File: config.mk
export PLATFORM = sky130hd
export DESIGN_NAME = slow_clk_period_meter
export DESIGN_NICKNAME = d
export VERILOG_FILES = /design/src/rtl/slow_clk_period_meter.sv
export SDC_FILE = /design/constraint.sdc
export NUM_CORES = 1
export LEC_CHECK = 0
export ABC_AREA = 1
export CAP_MARGIN = 30
export CORE_MARGIN = 3
export CORE_UTILIZATION = 47
export DETAILED_ROUTE_END_ITERATION = 10
export HOLD_SLACK_MARGIN = 0.1
export PLACE_DENSITY_LB_ADDON = 0.08
export SLEW_MARGIN = 40
export SYNTH_ARGS = -nofsm -noshare
export SYNTH_HDL_FRONTEND = slang
export SYNTH_SLANG_ARGS = --single-unit
File: constraint.sdc
create_clock -name clk -period 2.65 [get_ports clk]
set_input_delay 0.53 -clock clk [delete_from_list [all_inputs] [get_ports clk]]
set_output_delay 0.53 -clock clk [all_outputs]
set_load 0.02 [all_outputs]
File: src/rtl/slow_clk_period_meter.sv
// Synchronises a slow asynchronous square wave, emits edge strobes and measures period/high time.
// Optional PERIOD_METER_AVG_EN adds meas_avg, the mean of the last four measured periods.
module slow_clk_period_meter #(
    parameter int unsigned CNT_W       = 26,
    parameter int unsigned TIMEOUT     = 60000000,
    parameter int unsigned SYNC_STAGES = 2
) (
    input  logic             clk,
    input  logic             rst,
    input  logic             sig_in,
    output logic             rise_tick,
    output logic             fall_tick,
    output logic [CNT_W-1:0] meas_period,
    output logic [CNT_W-1:0] meas_high,
    output logic             meas_valid,
`ifdef PERIOD_METER_AVG_EN
    output logic [CNT_W-1:0] meas_avg,
`endif
    output logic             timeout
);

    localparam logic [CNT_W-1:0] CNT_LAST = CNT_W'(TIMEOUT - 1);
    localparam logic [CNT_W-1:0] CNT_MAX  = {CNT_W{1'b1}};

    typedef enum logic [1:0] {
        ST_IDLE,
        ST_HIGH,
        ST_LOW,
        ST_LOST
    } state_t;

    state_t                 r_state;
    logic [SYNC_STAGES-1:0] r_sync;
    logic                   r_s_prev;
    logic                   r_rise;
    logic                   r_fall;
    logic [CNT_W-1:0]       r_cnt;
    logic [CNT_W-1:0]       r_high_latch;

    logic                   w_s;
    logic [CNT_W-1:0]       w_cnt_inc;
    logic                   w_take_meas;
    logic                   w_go_lost;

    assign w_s         = r_sync[SYNC_STAGES-1];
    assign w_cnt_inc   = r_cnt + CNT_W'(1);
    // A rise always wins over the timeout that would fire in the same cycle
    assign w_take_meas = r_rise && (r_state == ST_LOW);
    assign w_go_lost   = !r_rise && (r_state != ST_LOST) && (r_cnt == CNT_LAST);

    // Synchroniser, edge detection, counter and measurement FSM
    always_ff @(posedge clk) begin
        if (rst) begin
            r_sync       <= '0;
            r_s_prev     <= 1'b0;
            r_rise       <= 1'b0;
            r_fall       <= 1'b0;
            r_cnt        <= '0;
            r_high_latch <= '0;
            r_state      <= ST_IDLE;
            rise_tick    <= 1'b0;
            fall_tick    <= 1'b0;
            meas_period  <= '0;
            meas_high    <= '0;
            meas_valid   <= 1'b0;
            timeout      <= 1'b0;
        end else begin
            r_sync     <= {r_sync[SYNC_STAGES-2:0], sig_in};
            r_s_prev   <= w_s;
            r_rise     <= w_s & ~r_s_prev;
            r_fall     <= ~w_s & r_s_prev;
            rise_tick  <= r_rise;
            fall_tick  <= r_fall;
            meas_valid <= w_take_meas;

            if (r_rise) begin
                r_cnt <= '0;
            end else if ((r_state != ST_LOST) && (r_cnt != CNT_MAX)) begin
                r_cnt <= w_cnt_inc;
            end

            case (r_state)
                ST_IDLE, ST_LOST: begin
                    if (r_rise) begin
                        r_state <= ST_HIGH;
                        timeout <= 1'b0;
                    end else if (w_go_lost) begin
                        r_state <= ST_LOST;
                        timeout <= 1'b1;
                    end
                end
                ST_HIGH: begin
                    if (r_rise) begin
                        r_state <= ST_HIGH;
                    end else if (w_go_lost) begin
                        r_state <= ST_LOST;
                        timeout <= 1'b1;
                    end else if (r_fall) begin
                        r_state      <= ST_LOW;
                        r_high_latch <= w_cnt_inc;
                    end
                end
                ST_LOW: begin
                    if (r_rise) begin
                        r_state     <= ST_HIGH;
                        meas_period <= w_cnt_inc;
                        meas_high   <= r_high_latch;
                    end else if (w_go_lost) begin
                        r_state <= ST_LOST;
                        timeout <= 1'b1;
                    end
                end
                default: r_state <= ST_IDLE;
            endcase
        end
    end

`ifdef PERIOD_METER_AVG_EN
    localparam int unsigned SUM_W = CNT_W + 2;

    logic [CNT_W-1:0] r_hist [4];
    logic [SUM_W-1:0] r_sum;
    logic [SUM_W-1:0] w_sum_next;

    // Running sum: drop the oldest entry, add the period being reported
    assign w_sum_next = r_sum - SUM_W'(r_hist[3]) + SUM_W'(w_cnt_inc);

    always_ff @(posedge clk) begin
        if (rst || w_go_lost) begin
            for (int i = 0; i < 4; i++) begin
                r_hist[i] <= '0;
            end
            r_sum    <= '0;
            meas_avg <= '0;
        end else if (w_take_meas) begin
            r_hist[0] <= w_cnt_inc;
            for (int i = 1; i < 4; i++) begin
                r_hist[i] <= r_hist[i-1];
            end
            r_sum    <= w_sum_next;
            meas_avg <= CNT_W'(w_sum_next >> 2);
        end
    end
`endif

endmodule

==> impl_results.md, run 1 <==
- Outcome: complete, no violations
- Share of post-route cells with drive strength above 1: 0.07314
- Slowest CP cell: dfxtp_1
- Initial antenna violation count: 0
- Busiest grt layer: met2
- Pre-antenna DRT Iters: 4
- Most used flip-flop cell after synthesis: dfxtp_1
- R2R Setup Slk: 430 ps
- Worst Path Arrival: 2620 ps
- Yosys warning count: 0
- RR Endpoint: r_high_latch[13]$_SDFFE_PP0P_
- Initial drt markers: 330
- Die Y: 109.2 um
- # diodes: 0
- H-tree Lvls: 4
- Setup TNS: 0 ps
- Final setup fails: 0
- Final wirelength: 12710 um
- Count of buffer and inverter cells on the critical path: 1
- Core Area: 10320 um^2
- Switching part of the total: 0.2144
- Post-CTS sizing: 0
- Leakage: 2.830 nW
- Unrepaired setup endpoints after global routing: no
- Top cell type by total area after synthesis: dfxtp_1
- Row cnt: 37
- Antenna viol nets, final: 0
- Worst-path cell chain: ha_1, nand2_2, nor2_4, nand2_4, nor2_1, nand2_2, nand3_4, buf_4, nand2_1, nand2_1, nor2_1
- Syn Nets: 728
- IO Port Bufs: 58
- Vias in the first global route: 4415
- Synth unique cells: 30
- Tmin final: 2219 ps
- Final HPWL DP: 8951 um
- Hold path depth: 2
- GR Util met2: 0.3697
- TritonCTS Buffers: 17
- Die width: 109.2 um
- Slew Viols, Final: 0
- CTS tree: yes
- Biggest cell delay along the critical path: 450 ps
- CP Launch Type: flip-flop
- Net Switching: 0.0008889 W
- Part of the power in the clock network: 0.554
- First-pass GRT wire length: 21310 um
- Final Hold Fails: 0
- Sequential Power Share: 0.423
- Critical Path End Type: flip-flop
- Hold path endpoint: r_sync[1]$_SDFF_PP0_
- Combinational share of power: 0.023
- CP delay by family, top: simple AND/OR/NAND/NOR gates
- Placed cell count: 897
- Required time of the critical path: 3050 ps
- Post-Layout Cell Count: 929
- Initial Util: 0.4849
- Yosys reg bits: 115
- Syn Inst Count: 720
- Met3 usage: 0.05861
- Final #Nets: 788
- FF-to-FF Start: r_cnt[0]$_SDFFE_PP0P_
- Boundary pin count: 59
- Post-synth top area share: 0.4599
- Synth cell count leaders: nor2_1, nand2_1, dfxtp_1, inv_1, o21ai_0
- Post-detailed-route wirelength per cell: 13.68 um
- Worst slew pin tran: 478.0 ps
- Async SR Flop Fraction: 0
- Fmax: 450.7 MHz
- Worst-skew pair later-pin latency: 520 ps
- CTS max path bufs: 2
- Global route total overflow: 0
- R2R cell count: 11
- Setup CP Type: flip-flop to flip-flop
- Post-synth EDFFs: 0
- Most numerous cell in the Yosys netlist: nor2_1
- Worst VDD drop: 0.3784 mV
- Slew HR: 0.6802
- Power Dens Cells: 655.9 nW/um^2
- Cell area after synthesis: 5006 um^2
- Seq/Total Area, Yosys: 0.4599
- Internal power: 0.003257 W
- Hold Crit Class: flip-flop to flip-flop
- Synthesized area per cell: 6.953 um^2
- Synth top area cells: dfxtp_1, nor2_1, nand2_1
- Via-to-Cell Ratio: 4.896
- # DRC: 0
- CP max FO: 32
- CTS Hold Bufs: 0
- CTS sink count: 115
- Total vias in the final route: 4548
- Clock transition at path regs: 60 ps
- Hold Startpoint: r_sync[0]$_SDFF_PP0_
- Max-Cap Viols: 0
- Final Cycle Share: 0.8373
- Root Driver: clkbuf_8
- Total GRT Usage: 0.2302
- Die ar.: 11930 um^2
- Setup fix buffers added after clock tree synthesis: 0
- Gpl congestion: 0.9020
- GRT met1 Usage: 0.2939
- Pin count of the biggest net entering global routing: 72
- Worst Skew: 8.773 ps
- Area Overhead vs Synth: 26.24%
[stage by stage]
| step | hold slack [ps] | setup WS [ps] | total power [W] | util | area [um^2] |
|---|---|---|---|---|---|
| after global routing | 422.6 | 156.2 | 0.004268 | 0.6122 | 6320 |
| after global placement | 394.5 | 421.1 | 0.001885 | 0.5540 | 5719 |
| after detailed placement | 395.6 | 457.0 | 0.001887 | 0.5540 | 5719 |
| after floorplan | 388.3 | 1029 | 0.001848 | - | 5006 |
| after CTS | 401.4 | 413.1 | 0.004174 | 0.6122 | 6320 |
| final | 397.4 | 431.1 | 0.004145 | 0.6122 | 6320 |
[kinds of logic (layout without fill, tap and decap cells)]
| family | Yosys count | count (layout) | synth area share |
|---|---|---|---|
| adder cells (fa/ha/maj) | 5 | 5 | 0.01250 |
| XOR/XNOR | 11 | 11 | 0.01924 |
| flip-flops | 115 | 115 | 0.4599 |
| AND/OR/NAND/NOR | 353 | 353 | 0.2862 |
| buffers and inverters | 117 | 190 | 0.09897 |
| AO/OA/AOI/OAI | 119 | 119 | 0.1232 |
[worst max-delay path by stage]
stage	cells past startpoint	slack, ps	start	endpoint
3_3_place_gp	11	420	r_cnt[0]$_SDFFE_PP0P_	r_high_latch[13]$_SDFFE_PP0P_
3_5_place_dp	11	460	r_cnt[0]$_SDFFE_PP0P_	r_high_latch[13]$_SDFFE_PP0P_
5_1_grt	11	160	r_cnt[0]$_SDFFE_PP0P_	r_high_latch[13]$_SDFFE_PP0P_
6_report	11	430	r_cnt[0]$_SDFFE_PP0P_	r_high_latch[13]$_SDFFE_PP0P_
4_1_cts	11	410	r_cnt[0]$_SDFFE_PP0P_	r_high_latch[13]$_SDFFE_PP0P_
2_1_floorplan	11	1030	r_cnt[0]$_SDFFE_PP0P_	r_cnt[2]$_SDFFE_PP0P_
[worst register-to-register path, stage by stage (launching register included)]
cell	delay [ps]
dfxtp_1	450
ha_1	270
nand2_2	90
nor2_4	190
nand2_4	100
nor2_1	140
nand2_2	140
nand3_4	320
buf_4	240
nand2_1	60
nand2_1	60
nor2_1	50
[layout make-up]
| cell class | instances | area [um^2] |
|---|---|---|
| fill | 969 | 4004 |
| sequential | 115 | 2302 |
| multi-input combinational | 488 | 2208 |
| timing repair buffer | 70 | 708.2 |
| clock buffer | 20 | 445.4 |
| inverter | 88 | 330.3 |
| tap | 136 | 170.2 |
| clock inverter | 12 | 155.1 |
[cell usage in the layout, fill, tap and decap left out, types with 9 or more instances in the layout]
cell,n
xor2_1,10
nand2_1,151
nor2_1,168
nand3_1,10
buf_4,9
o21ai_0,71
dfxtp_1,115
inv_1,84
clkbuf_16,16
a21oi_1,42
clkdlybuf4s50_1,58
[power groups by stage]
stage / combinational, W / sequential (W) / clock, W
after detailed placement: 0.0000950 / 0.00179 / 0
after floorplan: 0.0000552 / 0.00179 / 0
final: 0.0000945 / 0.00176 / 0.00230
after global placement: 0.0000931 / 0.00179 / 0
after CTS: 0.0000956 / 0.00175 / 0.00232
after global routing: 0.000106 / 0.00176 / 0.00241
[registers in the layout (all words and copies together) (netlist names)]
name          cells
meas_high        26
fall_tick         1
r_fall            1
rise_tick         1
r_sync            2
r_rise            1
timeout           1
meas_valid        1
r_s_prev          1
r_high_latch     26
meas_period      26
r_cnt            26
r_state           2
[layer usage]
metal	up-vias	routed length, um
met5	-	0
met4	0	377
met3	27	574
met2	98	5772
met1	2071	5988
li1	2352	-
(Power assumes the default switching activity.)
==> inputs of run 2 (changes only) <==
- clock period: 2.65 -> 2.2 ns (I/O delays scaled with it)
==> impl_results.md, run 2 (same netlist as run 1, synthesis figures left out) <==
- Outcome: complete, no violations (unchanged)
- CTS tree: yes (unchanged)
- Worst VDD drop: 0.5857 mV (was 0.3784 mV)
- Max-Cap Viols: 0 (unchanged)
- Setup CP Type: flip-flop to flip-flop (unchanged)
- R2R Setup Slk: 230 ps (was 430 ps)
- Final setup fails: 0 (unchanged)
- Global route total overflow: 0 (unchanged)
- Worst Path Arrival: 2390 ps (was 2620 ps)
- Pin count of the biggest net entering global routing: 46 (was 72)
- Initial drt markers: 293 (was 330)
- # diodes: 0 (unchanged)
- Setup TNS: 0 ps (unchanged)
- Leakage: 2.847 nW (was 2.830 nW)
- Power Dens Cells: 749.9 nW/um^2 (was 655.9 nW/um^2)
- Final Cycle Share: 0.8941 (was 0.8373)
- Final Hold Fails: 0 (unchanged)
- Area Overhead vs Synth: 25.94% (was 26.24%)
- Required time of the critical path: 2620 ps (was 3050 ps)
- Worst-path cell chain: ha_1, nand2_2, nor2_4, nand2_4, nor2_1, nand2_2, nand3_4, buf_4, nand2_1, nand2_1, nor2_1 (unchanged)
- Row cnt: 37 (unchanged)
- Biggest cell delay along the critical path: 390 ps (was 450 ps)
- Pre-antenna DRT Iters: 5 (was 4)
- CP delay by family, top: simple AND/OR/NAND/NOR gates (unchanged)
- Count of buffer and inverter cells on the critical path: 1 (unchanged)
- Setup fix buffers added after clock tree synthesis: 0 (unchanged)
- Clock transition at path regs: 60 ps (about the same)
- H-tree Lvls: 4 (unchanged)
- Fmax: 508.4 MHz (was 450.7 MHz)
- Slowest CP cell: dfxtp_1 (unchanged)
- IO Port Bufs: 58 (unchanged)
- Dpl ws: 230.5 ps (was 457.0 ps)
- # DRC: 0 (unchanged)
- Initial antenna violation count: 0 (unchanged)
- TritonCTS Buffers: 17 (unchanged)
- CP Launch Type: flip-flop (unchanged)
- First-pass GRT wire length: 21330 um (was 21310 um)
- Final #Nets: 798 (was 788)
- Die ar.: 11930 um^2 (unchanged)
- Slew HR: 0.6469 (was 0.6802)
- Total vias in the final route: 4592 (was 4548)
- Gpl congestion: 0.8940 (was 0.9020)
- Final Cell Area: 6305 um^2 (was 6320 um^2)
- Root Driver: clkbuf_8 (unchanged)
- Unrepaired setup endpoints after global routing: no (unchanged)
- Die Y: 109.2 um (unchanged)
- Final wirelength: 12960 um (was 12710 um)
- Initial Util: 0.4849 (unchanged)
- Most common cell after layout, fill and taps aside: nor2_1 (unchanged)
- Post-CTS sizing: 0 (unchanged)
- Hold Crit Class: flip-flop to flip-flop (unchanged)
- Critical Path End Type: flip-flop (unchanged)
- Tmin final: 1967 ps (was 2219 ps)
- CP max FO: 11 (was 32)
- Vias in the first global route: 4368 (was 4415)
- Worst-skew pair later-pin latency: 530 ps (was 520 ps)
- CTS Hold Bufs: 0 (unchanged)
- CTS sink count: 115 (unchanged)
- Worst Skew: 6.052 ps (was 8.773 ps)
- Share of post-route cells with drive strength above 1: 0.08344 (was 0.07314)
- Slew Viols, Final: 0 (unchanged)
- Antenna viol nets, final: 0 (unchanged)
- Placed cell area: 5749 um^2 (was 5719 um^2)
- Core Area: 10320 um^2 (unchanged)
- Fin worst setup slack: 233.0 ps (was 431.1 ps)
- CTS max path bufs: 2 (unchanged)
- Post-detailed-route wirelength per cell: 13.81 um (was 13.68 um)
- Die width: 109.2 um (unchanged)
- Via-to-Cell Ratio: 4.890 (was 4.896)
- Final HPWL DP: 9273 um (was 8951 um)
- Worst slew pin tran: 527.9 ps (was 478.0 ps)
- Total GRT Usage: 0.2353 (was 0.2302)
- Most frequent cells in the layout: nor2_1, nand2_1, dfxtp_1, inv_1, o21ai_0 (unchanged)
- Boundary pin count: 59 (unchanged)
run 2: power by group:
part           switching (W)  internal (W)
combinational      0.0000738     0.0000391
clock               0.000931       0.00157
sequential         0.0000136       0.00210
run 2: worst min-delay path: stages (launching register included):
cell     delay, ps
dfxtp_1        290
inv_1           40
nor2_1          30
run 2: layout make-up:
type / count / area, um^2
Multi-Input combinational cell: 489 / 2218
Timing Repair Buffer: 79 / 738.2
Tap cell: 136 / 170.2
Inverter: 88 / 330.3
Clock buffer: 22 / 462.9
Sequential cell: 115 / 2302
Fill cell: 952 / 4019
Clock inverter: 10 / 82.58
run 2: path summary, 6_finish.rpt:
path | startpoint | end | cells after the start
worst max-delay path | r_cnt[0]$_SDFFE_PP0P_ | r_high_latch[7]$_SDFFE_PP0P_ | 11
worst max register to register | r_cnt[0]$_SDFFE_PP0P_ | r_high_latch[7]$_SDFFE_PP0P_ | 11
worst min register to register | r_sync[0]$_SDFF_PP0_ | r_sync[1]$_SDFF_PP0_ | 2
worst min-delay path | r_sync[0]$_SDFF_PP0_ | r_sync[1]$_SDFF_PP0_ | 2
run 2: stage by stage:
stage / power [W] / hold WS (ps) / std cells / utilization
2_1_floorplan: 0.002226 / 388.3 / 720 / -
3_3_place_gp: 0.002265 / 391.2 / 906 / 0.5569
3_5_place_dp: 0.002269 / 400.1 / 906 / 0.5569
4_1_cts: 0.004777 / 407.8 / 938 / 0.6097
5_1_grt: 0.004875 / 433.3 / 939 / 0.6107
6_report: 0.004728 / 407.2 / 939 / 0.6107
run 2: layer usage:
metal,track usage,vias up,wire length (um)
met1,0.2922,2094,5943
met2,0.3794,102,6045
li1,-,2372,-
met4,0.1060,0,328
met5,0,-,0
met3,0.06690,24,646
